<file path="config.mk">
export PLATFORM = sky130hd
export DESIGN_NAME = pwm_multichannel
export DESIGN_NICKNAME = d
export VERILOG_FILES = /design/src/rtl/pwm_pkg.sv /design/src/rtl/pwm_channel_cmp.sv /design/src/rtl/pwm_multichannel.sv
export SDC_FILE = /design/constraint.sdc
export NUM_CORES = 1
export LEC_CHECK = 0
export ABC_AREA = 1
export CAP_MARGIN = 20
export CELL_PAD_IN_SITES_DETAIL_PLACEMENT = 0
export CELL_PAD_IN_SITES_GLOBAL_PLACEMENT = 1
export CORE_UTILIZATION = 31
export CTS_CLUSTER_SIZE = 25
export DETAILED_ROUTE_END_ITERATION = 7
export HOLD_SLACK_MARGIN = 0.02
export MAX_ROUTING_LAYER = met4
export PLACE_DENSITY = 0.63
export SKIP_LAST_GASP = 1
export SLEW_MARGIN = 20
export SYNTH_ARGS = -nofsm -noshare
export SYNTH_HDL_FRONTEND = slang
export SYNTH_HIERARCHICAL = 1
export SYNTH_SLANG_ARGS = --single-unit
</file>
<file path="constraint.sdc">
create_clock -name clk_sys_i -period 2.4 [get_ports clk_sys_i]
set_clock_uncertainty 0.05 [all_clocks]
set_input_delay 0.24 -clock clk_sys_i [delete_from_list [all_inputs] [get_ports clk_sys_i]]
set_output_delay 0.24 -clock clk_sys_i [all_outputs]
set_load 0.01 [all_outputs]
</file>
<file path="src/rtl/pwm_pkg.sv">
// Shared types for the multi-channel PWM block.
//   pwm_dir_e   : counter direction (center-aligned mode counts back down)
//   pwm_mode_e  : edge- or center-aligned period shape
//   pwm_cfg_t   : period/mode configuration word, held staged and active
package pwm_pkg;

  typedef enum logic {DirUp, DirDown} pwm_dir_e;
  typedef enum logic {ModeEdge, ModeCenter} pwm_mode_e;

  // Widest supported counter; the period field is zero-extended to this width.
  localparam int unsigned PwmPeriodW = 32;

  typedef struct packed {
    logic [PwmPeriodW-1:0] period;
    pwm_mode_e             mode;
  } pwm_cfg_t;

endpackage

</file>
<file path="src/rtl/pwm_channel_cmp.sv">
// One PWM compare channel: staged and active width/invert, compare against the
// shared counter, and the registered output.
//   clk_i, rst_i   : clock, synchronous active-high reset
//   load_i         : capture width_i/invert_i into the staged copy
//   apply_i        : copy staged into active
//   idle_i         : counter idle; output parks at the inversion level
//   width_i        : staged pulse width
//   invert_i       : staged output inversion
//   cnt_i          : shared period counter
//   modulated_o    : registered PWM output
module pwm_channel_cmp #(
  parameter int unsigned CtrSize = 8
) (
  input  logic               clk_i,
  input  logic               rst_i,
  input  logic               load_i,
  input  logic               apply_i,
  input  logic               idle_i,
  input  logic [CtrSize-1:0] width_i,
  input  logic               invert_i,
  input  logic [CtrSize-1:0] cnt_i,
  output logic               modulated_o
);

  logic [CtrSize-1:0] width_stage_q, width_stage_d;
  logic [CtrSize-1:0] width_q, width_d;
  logic               invert_stage_q, invert_stage_d;
  logic               invert_q, invert_d;
  logic               mod_q, mod_d;

  always_comb begin
    width_stage_d  = load_i  ? width_i        : width_stage_q;
    invert_stage_d = load_i  ? invert_i       : invert_stage_q;
    width_d        = apply_i ? width_stage_q  : width_q;
    invert_d       = apply_i ? invert_stage_q : invert_q;
    // Output is always derived from the values active in this cycle.
    mod_d          = idle_i ? invert_q : ((width_q > cnt_i) ^ invert_q);
  end

  always_ff @(posedge clk_i) begin
    if (rst_i) begin
      width_stage_q  <= '0;
      invert_stage_q <= 1'b0;
      width_q        <= '0;
      invert_q       <= 1'b0;
      mod_q          <= 1'b0;
    end else begin
      width_stage_q  <= width_stage_d;
      invert_stage_q <= invert_stage_d;
      width_q        <= width_d;
      invert_q       <= invert_d;
      mod_q          <= mod_d;
    end
  end

  assign modulated_o = mod_q;

endmodule

</file>
<file path="src/rtl/pwm_multichannel.sv">
// Multi-channel PWM generator: one shared period counter (edge- or
// center-aligned) feeding NumChannels compare channels. Configuration is
// double-buffered and only becomes active on a period boundary or while idle.
//   clk_sys_i, rst_sys_i : clock, synchronous active-high reset
//   en_i                 : run enable
//   load_i               : strobe, capture all config inputs into staged copy
//   center_i             : staged mode (0 edge, 1 center)
//   max_counter_i        : staged period value
//   pulse_width_i        : staged widths, channel i at [i*CtrSize +: CtrSize]
//   invert_i             : staged per-channel inversion
//   load_pending_o       : staged config not yet applied
//   period_end_o         : pulse in the first cycle of each new period
//   modulated_o          : registered PWM outputs
module pwm_multichannel
  import pwm_pkg::*;
#(
  parameter int unsigned NumChannels = 4,
  parameter int unsigned CtrSize     = 8  // must not exceed PwmPeriodW
) (
  input  logic                           clk_sys_i,
  input  logic                           rst_sys_i,
  input  logic                           en_i,
  input  logic                           load_i,
  input  logic                           center_i,
  input  logic [CtrSize-1:0]             max_counter_i,
  input  logic [NumChannels*CtrSize-1:0] pulse_width_i,
  input  logic [NumChannels-1:0]         invert_i,
  output logic                           load_pending_o,
  output logic                           period_end_o,
  output logic [NumChannels-1:0]         modulated_o
);

  pwm_cfg_t           cfg_in;
  pwm_cfg_t           cfg_stage_q, cfg_stage_d;
  pwm_cfg_t           cfg_q, cfg_d;
  logic               pending_q, pending_d;
  logic               period_end_q, period_end_d;
  logic [CtrSize-1:0] cnt_q, cnt_d;
  pwm_dir_e           dir_q, dir_d;

  logic                  idle;
  logic                  at_top;
  logic                  boundary;
  logic                  apply;
  logic [PwmPeriodW-1:0] cnt_ext;

  assign cfg_in.period = PwmPeriodW'(max_counter_i);
  assign cfg_in.mode   = center_i ? ModeCenter : ModeEdge;
  assign cnt_ext       = PwmPeriodW'(cnt_q);

  assign idle   = !en_i || (cfg_q.period == '0);
  assign at_top = (cnt_ext == cfg_q.period);

  // Center mode ends on the way down at 1; with P==1 there is no down leg,
  // so the cycle at the top is also the last one.
  always_comb begin
    boundary = 1'b0;
    if (!idle) begin
      if (cfg_q.mode == ModeEdge) begin
        boundary = at_top;
      end else begin
        boundary = (cnt_q == CtrSize'(1)) && ((dir_q == DirDown) || at_top);
      end
    end
  end

  assign apply = pending_q && (idle || boundary);

  always_comb begin
    cfg_stage_d  = load_i ? cfg_in : cfg_stage_q;
    cfg_d        = apply ? cfg_stage_q : cfg_q;
    // A load coinciding with an apply keeps the flag set for the new data.
    pending_d    = load_i ? 1'b1 : (apply ? 1'b0 : pending_q);
    period_end_d = boundary;

    cnt_d = cnt_q;
    dir_d = dir_q;
    if (idle || boundary) begin
      cnt_d = '0;
      dir_d = DirUp;
    end else if (cfg_q.mode == ModeEdge) begin
      cnt_d = cnt_q + CtrSize'(1);
    end else if (dir_q == DirUp) begin
      if (at_top) begin
        cnt_d = cnt_q - CtrSize'(1);
        dir_d = DirDown;
      end else begin
        cnt_d = cnt_q + CtrSize'(1);
      end
    end else begin
      cnt_d = cnt_q - CtrSize'(1);
    end
  end

  always_ff @(posedge clk_sys_i) begin
    if (rst_sys_i) begin
      cfg_stage_q  <= '0;
      cfg_q        <= '0;
      pending_q    <= 1'b0;
      period_end_q <= 1'b0;
      cnt_q        <= '0;
      dir_q        <= DirUp;
    end else begin
      cfg_stage_q  <= cfg_stage_d;
      cfg_q        <= cfg_d;
      pending_q    <= pending_d;
      period_end_q <= period_end_d;
      cnt_q        <= cnt_d;
      dir_q        <= dir_d;
    end
  end

  assign load_pending_o = pending_q;
  assign period_end_o   = period_end_q;

  for (genvar i = 0; i < NumChannels; i++) begin : g_ch
    pwm_channel_cmp #(
      .CtrSize(CtrSize)
    ) u_cmp (
      .clk_i      (clk_sys_i),
      .rst_i      (rst_sys_i),
      .load_i     (load_i),
      .apply_i    (apply),
      .idle_i     (idle),
      .width_i    (pulse_width_i[i*CtrSize +: CtrSize]),
      .invert_i   (invert_i[i]),
      .cnt_i      (cnt_q),
      .modulated_o(modulated_o[i])
    );
  end

endmodule

</file>
* Word level (Yosys, flattened, before mapping)
Cells that the tools add are included.
** Cells by class
- Shift-type cells :: 0
- Add/sub/neg operators :: 2
- Bitwise logic cells :: 4
- Divide/modulo/power cells :: 0
- Equality and inequality tests :: 2
- Reductions and logical operators :: 9
- Mux-type cells :: 14
- $mul :: 0
- Magnitude comparators :: 4
** Operators by type and width (number)
- 8-bit > comparator :: 4
- 32-bit logical NOT :: 1
- 8-bit two-way mux :: 3
- 1-bit two-way mux :: 11
- 8-bit by 1-bit adder with 8-bit output, second input constant :: 1
- 8-bit by 1-bit equality test with 1-bit output, second input constant :: 1
- 8-bit equality test :: 1
- 8-bit by 1-bit subtractor with 8-bit output, second input constant :: 1
- 1-bit bitwise XOR :: 4
- 1-bit logical OR :: 3
- 1-bit logical AND :: 2
- 2-bit nonzero test :: 1
- 2-bit OR reduction :: 1
- 1-bit logical NOT :: 1
** Word-level totals
- Bits in read-only memories :: 0
- RAM bits :: 0
- Memories kept :: 0
- Output and inout port bits :: 6
- Bits in latches :: 0
- Bits in registers :: 105

* Logic depth before layout (Yosys ltp)
Gate-level depths: netlist (run 1).
- Depth in word-level cells :: 9
- Gate-level depth with buffers :: 15

* Cells and area by module
The synthesis (run 1) kept the hierarchy.
** By module, submodules not included
- pwm_channel_cmp :: times used 4, area an instance 872.1 sq um, cells each 118
- pwm_multichannel :: times used 1, area an instance 1515.2 sq um, cells each 220

* Worst setup path after synthesis (run 1)
OpenSTA, ideal clock, no wires.
- Path kind :: register to register
- Start point :: reg cfg_q[4] in the netlist's numbering
- End point :: reg g_ch[0].u_cmp.width_q[0]
- Stages on the path, launching flop included :: 12
- Arrival :: 1.958 ns
- Period minus slack after synthesis :: 2.130 ns
- Slack :: 0.270 ns
- Path buffers :: 1
- Setup time :: 0.122 ns
- Path through :: dfxtp_1 > nor2_1 > nand3_1 > o21ai_0 > inv_1 > nand3_4 > buf_8 > nand2_1 > inv_2 > inv_2 > o21ai_1 > a21oi_1
** On the way
- Elaborated cells on any way between the ends :: 9
** RTL lines
- from (decl) :: line pwm_multichannel.sv:35 : pwm_cfg_t cfg_q, cfg_d;
- from (signal assigned) :: line pwm_multichannel.sv:105 : cfg_q <= cfg_d;
- 32-bit logical NOT * :: line pwm_multichannel.sv:51 : assign idle = !en_i || (cfg_q.period == '0);
- 1-bit logical OR * :: line pwm_multichannel.sv:51
- named net idle :: line pwm_multichannel.sv:41 : logic idle;
- 1-bit two-way mux :: line pwm_multichannel.sv:58 : if (!idle) begin
- 1-bit logical OR * :: line pwm_multichannel.sv:67 : assign apply = pending_q && (idle || boundary);
- 1-bit logical AND * :: line pwm_multichannel.sv:67
- named net apply :: line pwm_multichannel.sv:44 : logic apply;
- to (signal assigned) :: line pwm_channel_cmp.sv:50 : width_q <= width_d;
- to (decl) :: line pwm_channel_cmp.sv:26 : logic [CtrSize-1:0] width_q, width_d;
The timed path passes the listed nets; every way through them passes the cells marked *.
A chain may end at the register's enable or synchronous reset.

* Final worst setup path (run 1)
- Start point :: reg cnt_q[7]
- End point :: reg g_ch[1].u_cmp.width_q[0]
** On the way
- Word-level cells in the longest chain between the ends :: 7
- Elaborated cells on any way between the ends :: 8
** Ends and longest elaborated chain
- from (decl) :: line pwm_multichannel.sv:38 : logic [CtrSize-1:0] cnt_q, cnt_d;
- from (signal assigned) :: line pwm_multichannel.sv:108 : cnt_q <= cnt_d;
- 8-bit equality test :: line pwm_multichannel.sv:52 : assign at_top = (cnt_ext == cfg_q.period);
- 1-bit logical OR :: line pwm_multichannel.sv:62 : boundary = (cnt_q == CtrSize'(1)) && ((dir_q == DirDown) || at_top);
- 1-bit logical AND :: line pwm_multichannel.sv:62
- 1-bit two-way mux * :: line pwm_multichannel.sv:59 : if (cfg_q.mode == ModeEdge) begin
- 1-bit two-way mux * :: line pwm_multichannel.sv:58
- 1-bit logical OR * :: line pwm_multichannel.sv:67
- 1-bit logical AND * :: line pwm_multichannel.sv:67
- named net apply :: line pwm_multichannel.sv:44
- to (signal assigned) :: line pwm_channel_cmp.sv:50
- to (decl) :: line pwm_channel_cmp.sv:26
Marks and branches as above.

==> impl_metrics.json, run 1 <==
{
  "ctsHoldBuffers": 0,
  "hold_viol_final": 0,
  "core_area_um2": 15830,
  "synth_ff_type": "dfxtp_1",
  "worstPathMaxFanout": 12,
  "fp-row-count": 46,
  "grt_start_max_net_pins": 33,
  "finalMaxSlewViolations": 0,
  "root_buffer": "clkbuf_16",
  "placed_cell_area_um2": 5792,
  "cp.arrival_ps": 2210,
  "design.die.area_um2": 16650,
  "clk_pin_slew_worst_paths_ps": 70,
  "cts_tree": "built",
  "p_comb_frac": 0.239,
  "gp_congestion": 0.7896,
  "end_kind": "flip-flop",
  "drt-pass1-iter-count": 4,
  "drt-initial-drc-count": 211,
  "fin_hold_ws_ps": 409.4,
  "crit_type": "reg2reg",
  "max_freq_mhz": 494.3,
  "cts.sinks": 105,
  "setup_violations": 0,
  "wl_per_cell_um": 11.67,
  "synth_cell_type_count": 24,
  "antenna_found_initial": 0,
  "max-vdd-ir-drop_mv": 0.4241,
  "nets": 837,
  "syn-num-nets": 776,
  "rsz0062_at_grt": "no",
  "cp-start-kind": "flip-flop",
  "die_width_um": 129.0,
  "via_per_inst": 4.435,
  "numPortBuffers": 54,
  "drc_errors": 0,
  "synth_edf_count": 0,
  "clockPowerShare": 0.327,
  "yosys_warnings": 6,
  "post-dp-hpwl_um": 8338,
  "insertion_delay_ps": 350,
  "syn_inst": 692,
  "p_int_mw": 3.276,
  "relSlewSlack": 0.6977,
  "leakage_nw": 2.744,
  "grtUsageTotal": 0.1544,
  "start_util": 0.3161,
  "fillerInstances": 1682,
  "cap_violations": 0,
  "fin_crit_sh": 0.8429,
  "drive_gt1_frac": 0.07784,
  "grt_pass1_vias": 4141,
  "finalSetupTns_ps": 0,
  "detail-route-antenna-nets": 0,
  "p_sw_mw": 1.377,
  "antennaDiodeCount": 0,
  "seq_area_frac_synth": 0.4201,
  "synthArstFlopShare": 0,
  "hold_class": "reg2reg",
  "synthToLayoutAreaGrowth_pct": 21.96,
  "period_needed_ps": 2023,
  "pwr-share-seq": 0.434,
  "ios": 55,
  "r2r_slack_ps": 380,
  "switching_share": 0.2959,
  "wl_um": 11370,
  "vias": 4320,
  "grt_pass1_wl_um": 19290,
  "grt-ovfl-total": 0,
  "htree_levels": 3,
  "avgSynthCellArea_um2": 7.231,
  "fp.dieH_um": 129.0,
  "outcome": "finished clean",
  "powerDensity_nw_per_um2": 762.5,
  "tightest_slew_ps": 453.0,
  "cp_data_required_time_ps": 2590,
  "syn_area_um2": 5004,
  "final_util": 0.3855,
  "cts_max_path_buffers": 2,
  "cts_buffers": 9,
  "ys_ff_latch": 105,
  "fin_area_um2": 6102
}
logic make-up after synthesis:
group / count (synthesis) / share of synthesized area
simple gates: 306 / 0.2523
compound gates: 133 / 0.1350
buf+inv: 105 / 0.09102
flops: 105 / 0.4201
fa+ha+maj: 35 / 0.08752
xor+xnor: 8 / 0.01400
sequential cells by signal (all words and copies together) (netlist names):
signal / cells
cnt_q: 8
dir_q: 1
g_ch.u_cmp/invert_stage_q: 4
cfg_stage_q: 9
g_ch.u_cmp/width_q: 32
g_ch.u_cmp/modulated_o: 4
g_ch.u_cmp/width_stage_q: 32
load_pending_o: 1
period_end_o: 1
g_ch.u_cmp/invert_q: 4
cfg_q: 9
cells in the mapped netlist, types with 6 or more instances:
master	count	share of area
o21ai_0	71	0.071
dfxtp_1	105	0.42
buf_6	6	0.014
a21oi_1	42	0.042
o21ai_1	16	0.016
nand3_1	20	0.020
nor2_1	180	0.14
ha_1	35	0.088
inv_1	71	0.053
nand2_1	86	0.065
nor2_2	6	0.0075
inv_2	19	0.014
worst paths after layout:
kind / start / to / cells past startpoint
worst min-delay path: cfg_stage_q[5]$_SDFFE_PP0P_ / cfg_stage_q[5]$_SDFFE_PP0P_ / 2
worst min register to register: cfg_stage_q[5]$_SDFFE_PP0P_ / cfg_stage_q[5]$_SDFFE_PP0P_ / 2
worst max register to register: cnt_q[7]$_SDFF_PP0_ / g_ch[1].u_cmp/width_q[0]$_SDFFE_PP0P_ / 14
worst max-delay path: cnt_q[7]$_SDFF_PP0_ / g_ch[1].u_cmp/width_q[0]$_SDFFE_PP0P_ / 14
critical path: stages, from the launching register on:
cell and delay [ps]:
dfxtp_1 530, nand2_1 90, nand2_1 70, nand2_1 60, nor2_2 120, nand2_1 90
nand2_4 100, nand3_4 90, nand3_4 80, nand2_1 70, inv_2 80, buf_4 180
inv_2 100, o21ai_1 120, a21oi_1 50
power by group through the flow:
stage / sequential [mW] / clock, mW / combinational, mW
finish: 2.02 / 1.52 / 1.11
global placement: 2.06 / 0 / 1.10
CTS: 2.02 / 1.58 / 1.13
global route: 2.04 / 1.65 / 1.30
floorplan: 2.04 / 0 / 0.796
detailed placement: 2.06 / 0 / 1.12
through the flow:
stage | std cells | power, mW | worst slack [ps]
2_1_floorplan | 692 | 2.836 | 270.3
3_3_place_gp | 958 | 3.157 | 212.0
3_5_place_dp | 958 | 3.181 | 186.2
4_1_cts | 974 | 4.729 | 175.8
5_1_grt | 974 | 4.991 | 117.4
6_report | 974 | 4.653 | 377.0
area by class of cell:
class	instances	area [um^2]	area share
Clock buffer	14	274.0	0.04490
Tap cell	216	270.3	0.04429
Timing Repair Buffer	65	635.6	0.1042
Multi-Input combinational cell	482	2446	0.4009
Sequential cell	105	2103	0.3447
Clock inverter	2	35.03	0.005741
Inverter	90	337.8	0.05536
what timing repair did:
item / CTS / global route
buffers inserted: 0 / 0
resized for setup: 0 / 1
setup endpoints to repair: 0 / 26
layer usage:
layer | track usage | share of wire | vias to the layer above
met1 | 0.1822 | 0.48 | 1950
li1 | - | - | 2325
met4 | 0.04567 | 0.012 | 0
met3 | 0.04088 | 0.029 | 11
met2 | 0.2572 | 0.48 | 34
met5 | - | 0 | -
cells in the final DEF, fill, tap and decap left out, drive strengths merged, types with 14 or more instances in the layout:
cell	instances
clkbuf	14
inv	90
o21ai	87
a21oi	42
nand3	26
nor2	186
clkdlybuf4s50	54
dfxtp	105
nand2	88
ha	35
Note: power is estimated with default switching activity, not from simulation.
==> inputs of run 2 (changes only) <==
Clock period 2.4 ns to 2 ns, I/O delays scaled along.
==> run 2 against run 1 <==
  * First-iteration DRC count is 13% lower
  * Combinational power is 26% higher
  * Highest routed layer unchanged
  * Critical path type is now reg2out
  * Critical path depth is 13 lower
  * Largest power group unchanged
==> impl_metrics.json, run 2 (same netlist as run 1, synthesis figures left out) <==
{
  "outcome": "finished clean",
  "ctsHoldBuffers": 0,
  "clk_pin_slew_worst_paths_ps": 70,
  "gp_congestion": 0.8022,
  "place_inst": 967,
  "grt-ovfl-total": 0,
  "multiInputGateArea_um2": 2460,
  "mostFrequentLayoutCell": "nor2_1",
  "cts_max_path_buffers": 2,
  "power_mw": 5.744,
  "cp_top_family": "buffers and inverters",
  "synthToLayoutAreaGrowth_pct": 24.43,
  "start_util": 0.3161,
  "core_area_um2": 15830,
  "r2r_slack_ps": 190,
  "max_stage_delay_ps": 630,
  "period_needed_ps": 1852,
  "nets": 850,
  "grt_pass1_wl_um": 20160,
  "r2r-end": "g_ch[3].u_cmp/width_q[7]$_SDFFE_PP0P_",
  "cts.sinks": 105,
  "cp.arrival_ps": 1600,
  "setup_violations": 0,
  "wl_um": 11780,
  "detail-route-antenna-nets": 0,
  "max_freq_mhz": 539.8,
  "fin_crit_sh": 0.9262,
  "fp-row-count": 46,
  "numPortBuffers": 54,
  "seqCellArea_um2": 2107,
  "hold_class": "in2reg",
  "mostFrequentLayoutCells": "179 x nor2_1, 101 x dfxtp_1, 85 x nand2_1",
  "grt_pass1_vias": 4401,
  "fin_area_um2": 6226,
  "ios": 55,
  "die_width_um": 129.0,
  "crit_type": "reg2out",
  "root_buffer": "clkbuf_16",
  "placed_cell_area_um2": 5863,
  "insertion_delay_ps": 350,
  "relSlewSlack": 0.6785,
  "fin_cells": 985,
  "antennaDiodeCount": 0,
  "worstPathMaxFanout": 12,
  "worst-path-buf-inv": 1,
  "worstSetupEndpoint": "load_pending_o",
  "cp-start-kind": "flip-flop",
  "design.die.area_um2": 16650,
  "cts_buffers": 9,
  "crit_cells": 1,
  "htree_levels": 3,
  "finalMaxSlewViolations": 0,
  "vias": 4341,
  "cp_cell_sequence": "clkdlybuf4s50_1",
  "cap_violations": 0,
  "wl_per_cell_um": 11.96,
  "cts_tree": "built",
  "powerDensity_nw_per_um2": 922.6,
  "reg_top3": "g_ch.u_cmp/width_q: 32 flops, g_ch.u_cmp/width_stage_q: 32 flops",
  "antenna_found_initial": 0,
  "fillerInstances": 1664,
  "cp_data_required_time_ps": 1750,
  "finalSetupTns_ps": 0,
  "startpoint": "load_pending_o$_SDFFE_PP0P_",
  "drc_errors": 0,
  "drive_gt1_frac": 0.1014,
  "grt_start_max_net_pins": 42,
  "max-vdd-ir-drop_mv": 0.4030,
  "cpMaxStageDelayCell": "clkdlybuf4s50_1",
  "end_kind": "primary output",
  "drt-pass1-iter-count": 4,
  "leakage_nw": 2.824,
  "tightest_slew_ps": 481.6,
  "drt-initial-drc-count": 184,
  "grtUsageTotal": 0.1602,
  "fp.dieH_um": 129.0,
  "timing.rr.start": "cnt_q[3]$_SDFF_PP0_",
  "hp-start": "pulse_width_i[8]",
  "hold_viol_final": 0,
  "reg2regPathDepth": 14,
  "via_per_inst": 4.407,
  "post-dp-hpwl_um": 8538
}
[run 2: changes by cell type in the layout (fill, tap and decap cells not counted), sizes merged]
| cell | before | now |
|---|---|---|
| buf | 11 | 22 |
| bufinv | 1 | 2 |
| clkbuf | 14 | 11 |
| clkinv | 1 | 2 |
| inv | 90 | 91 |
[run 2: area by class of cell]
class | instances | share of cell area
clock buffers | 11 | 0.04059
clock inverters | 3 | 0.01045
inverters | 90 | 0.05506
multi-input cells | 482 | 0.3951
flip-flops and latches | 105 | 0.3384
well taps | 216 | 0.04341
repair buffers | 76 | 0.1154
repair inverters | 2 | 0.001608
[run 2: routing by layer]
metal,global-route usage,up-vias,share of wire
met4,0.06228,0,0.022
met2,0.2722,41,0.48
met1,0.1903,1946,0.47
met3,0.02477,15,0.026
met5,-,-,0
li1,-,2339,-
[run 2: worst min-delay path by stage]
stage | to | slack (ps) | depth (start not counted)
final | g_ch[1].u_cmp/width_stage_q[0]$_SDFFE_PP0P_ | 380 | 3
after global routing | g_ch[1].u_cmp/width_stage_q[3]$_SDFFE_PP0P_ | 400 | 3
after CTS | g_ch[1].u_cmp/width_stage_q[0]$_SDFFE_PP0P_ | 380 | 3
after detailed placement | cfg_stage_q[0]$_SDFFE_PP0P_ | 400 | 2
after global placement | cfg_stage_q[1]$_SDFFE_PP0P_ | 400 | 2
after floorplan | load_pending_o$_SDFFE_PP0P_ | 220 | 1
[run 2: repair_timing]
| item | 4_1_cts | 5_1_grt |
|---|---|---|
| endpoints found under the hold margin | 0 | 0 |
| setup buffers | 2 | 0 |
| cloned | 2 | 0 |
| resized for setup | 3 | 7 |
| endpoints found under the setup margin | 36 | 47 |
[run 2: through the flow]
step	setup WS [ps]	hold WS, ps	utilization
after floorplan	-5.587	219.1	-
after global placement	-71.20	395.6	0.3704
after detailed placement	-64.41	401.5	0.3704
after CTS	12.47	375.6	0.3925
after global routing	-0.7088	402.1	0.3934
final	147.6	383.2	0.3934
[run 2: power breakdown]
group / internal [mW] / switching, mW / leakage (nW)
Clock: 1.15 / 0.764 / 0.157
Sequential: 2.30 / 0.127 / 0.868
Combinational: 0.600 / 0.802 / 1.80
[run 2: worst reg2reg max path: stages (launching register included)]
cell	delay, ps
dfxtp_2	380
inv_2	60
nand2_1	60
nand2_1	60
nand2_1	80
nor2_2	50
nand2_1	100
nand2_4	60
nand3_4	80
nand3_4	80
nand2_4	120
clkinv_4	110
buf_4	170
o21ai_0	180
nor2_1	60
==> inputs of run 3 (changes only) <==
==> constraint.sdc (replaced) <==
create_clock -name clk_sys_i -period 2 [get_ports clk_sys_i]
set_clock_uncertainty 0.05 [all_clocks]
set_input_delay 0.4 -clock clk_sys_i [delete_from_list [all_inputs] [get_ports clk_sys_i]]
set_output_delay 0.4 -clock clk_sys_i [all_outputs]
set_load 0.01 [all_outputs]
==> run 3 against run 2 <==
  * Cell count up 0.51%
  * Largest power group unchanged
  * Hold slack better by 24 ps
  * Power down 1.5%
  * Worst setup slack better by 61 ps
  * Flip-flop and latch count unchanged
  * Routed wire length down 2.6%
  * Clock power down 5%
  * Critical path depth up 13
  * Sequential power about the same
  * Largest cell class unchanged
  * Non-clock buffer count up 4
  * Register-to-register slack better by 20 ps
==> impl_metrics.json, run 3 (same netlist as run 1, synthesis figures left out) <==
{
  "numPortBuffers": 54,
  "grtUsageMet1": 0.1803,
  "gr-usage-met3": 0.03964,
  "grt_start_max_net_pins": 35,
  "cp_data_required_time_ps": 2190,
  "cts_buffers": 9,
  "end_kind": "flip-flop",
  "cts_max_path_buffers": 2,
  "r2r_slack_ps": 210,
  "drt-pass1-iter-count": 4,
  "drt-initial-drc-count": 163,
  "post-dp-hpwl_um": 8469,
  "gr-usage-met2": 0.2633,
  "drc_errors": 0,
  "final_util": 0.3949,
  "setup_violations": 0,
  "mostFrequentLayoutCell": "nor2_1",
  "ctsHoldBuffers": 0,
  "grt-busiest-layer": "met2",
  "gp_congestion": 0.7739,
  "cp-start-kind": "flip-flop",
  "mostFrequentLayoutCells": "179 x nor2_1, 103 x dfxtp_1, 85 x nand2_1",
  "hold_viol_final": 0,
  "antennaDiodeCount": 0,
  "fin_crit_sh": 0.8959,
  "reg_top3": "g_ch.u_cmp/width_q: 32 flops, g_ch.u_cmp/width_stage_q: 32 flops",
  "reg2regPathDepth": 14,
  "cts_tree": "built",
  "design.die.area_um2": 16650,
  "drive_gt1_frac": 0.1021,
  "cap_violations": 0,
  "hold_depth": 2,
  "period_needed_ps": 1792,
  "rsz0062_at_grt": "no",
  "wl_per_cell_um": 11.59,
  "vias": 4408,
  "multiInputGateArea_um2": 2456,
  "wl_um": 11470,
  "fillerInstances": 1687,
  "crit_type": "reg2reg",
  "start_util": 0.3161,
  "antenna_found_initial": 0,
  "grtUsageTotal": 0.1561,
  "finalMaxSlewViolations": 0,
  "relSlewSlack": 0.6890,
  "max-vdd-ir-drop_mv": 0.4294,
  "clk_pin_slew_worst_paths_ps": 70,
  "powerDensity_nw_per_um2": 905.4,
  "min_to": "cfg_stage_q[1]$_SDFFE_PP0P_",
  "r2r-end": "g_ch[3].u_cmp/invert_q$_SDFFE_PP0P_",
  "fin_hold_ws_ps": 407.5,
  "tightest_slew_ps": 466.0,
  "max_freq_mhz": 558.1,
  "nets": 853,
  "fp.dieH_um": 129.0,
  "timing.rr.start": "cnt_q[3]$_SDFF_PP0_",
  "htree_levels": 3,
  "grt_pass1_wl_um": 19690,
  "hp-start": "cfg_stage_q[1]$_SDFFE_PP0P_",
  "insertion_delay_ps": 350,
  "seqCellArea_um2": 2105,
  "detail-route-antenna-nets": 0,
  "cts.sinks": 105,
  "root_buffer": "clkbuf_16",
  "via_per_inst": 4.453,
  "cp.arrival_ps": 1990,
  "leakage_nw": 2.832,
  "grt_pass1_vias": 4344,
  "fin_area_um2": 6250,
  "core_area_um2": 15830,
  "power_mw": 5.658,
  "outcome": "finished clean",
  "placed_cell_area_um2": 5906,
  "synthToLayoutAreaGrowth_pct": 24.91,
  "fp-row-count": 46,
  "ios": 55,
  "grt-ovfl-total": 0,
  "hold_class": "reg2reg",
  "worstPathMaxFanout": 8,
  "die_width_um": 129.0
}
-- run 3: changes by cell type in the layout (fill, tap and decap cells not counted), moves of 2 or more --
cell      previous run  this run
clkbuf_1             0         2
dfxtp_2              4         2
dfxtp_1            101       103
buf_4               21        24
-- run 3: critical path, stage by stage (launching register included) --
cell and delay, ps:
dfxtp_1 400, inv_2 50, nand2_1 60, nand2_1 40
nand2_1 80, nor2_2 50, nand2_1 100, nand2_4 60
nand3_4 70, nand3_4 80, nand2_4 110, clkinv_4 120
buf_4 180, o21ai_0 170, nor2_1 60
-- run 3: what timing repair did --
action / 4_1_cts / 5_1_grt
setup buffers: 0 / 2
endpoints found under the hold margin: 0 / 0
endpoints found under the setup margin: 3 / 50
resized for setup: 1 / 7
gates cloned: 0 / 1
-- run 3: through the flow --
| stage | cells | setup TNS [ps] | setup WS, ps |
|---|---|---|---|
| 2_1_floorplan | 692 | -22.35 | -5.587 |
| 3_3_place_gp | 971 | 0 | 19.60 |
| 3_5_place_dp | 971 | 0 | 12.71 |
| 4_1_cts | 987 | 0 | 8.382 |
| 5_1_grt | 990 | 0 | 18.20 |
| 6_report | 990 | 0 | 208.1 |
-- run 3: power breakdown --
group	internal (mW)	leakage [nW]	switching [mW]
registers	2.30	0.867	0.119
clock network	1.07	0.153	0.750
logic	0.607	1.81	0.809
-- run 3: per-layer routing --
layer	share of wire	wire length (um)
met1	0.48	5482
met2	0.48	5538
met3	0.023	269
met4	0.016	180
met5	0	0
-- run 3: area by class of cell --
cell class	count	share of cell area
Multi-Input combinational cell	482	0.3930
Sequential cell	105	0.3367
Timing Repair Buffer	80	0.1217
Inverter	90	0.05485
Clock buffer	14	0.04384
Tap cell	216	0.04324
Clock inverter	2	0.005606
Timing Repair inverter	1	0.001001
-- run 3: how the worst max path moves through the flow --
stage	start	end	slack, ps	cells after the start
final	cnt_q[3]$_SDFF_PP0_	g_ch[3].u_cmp/invert_q$_SDFFE_PP0P_	210	14
after global routing	cfg_q[1]$_SDFFE_PP0P_	g_ch[3].u_cmp/width_q[7]$_SDFFE_PP0P_	20	14
after CTS	cnt_q[1]$_SDFF_PP0_	g_ch[3].u_cmp/invert_q$_SDFFE_PP0P_	8	13
after detailed placement	cnt_q[1]$_SDFF_PP0_	g_ch[3].u_cmp/width_q[7]$_SDFFE_PP0P_	10	13
after global placement	en_i	g_ch[1].u_cmp/width_q[1]$_SDFFE_PP0P_	20	9
after floorplan	cnt_q[6]$_SDFF_PP0_	g_ch[0].u_cmp/width_q[0]$_SDFFE_PP0P_	-6	14
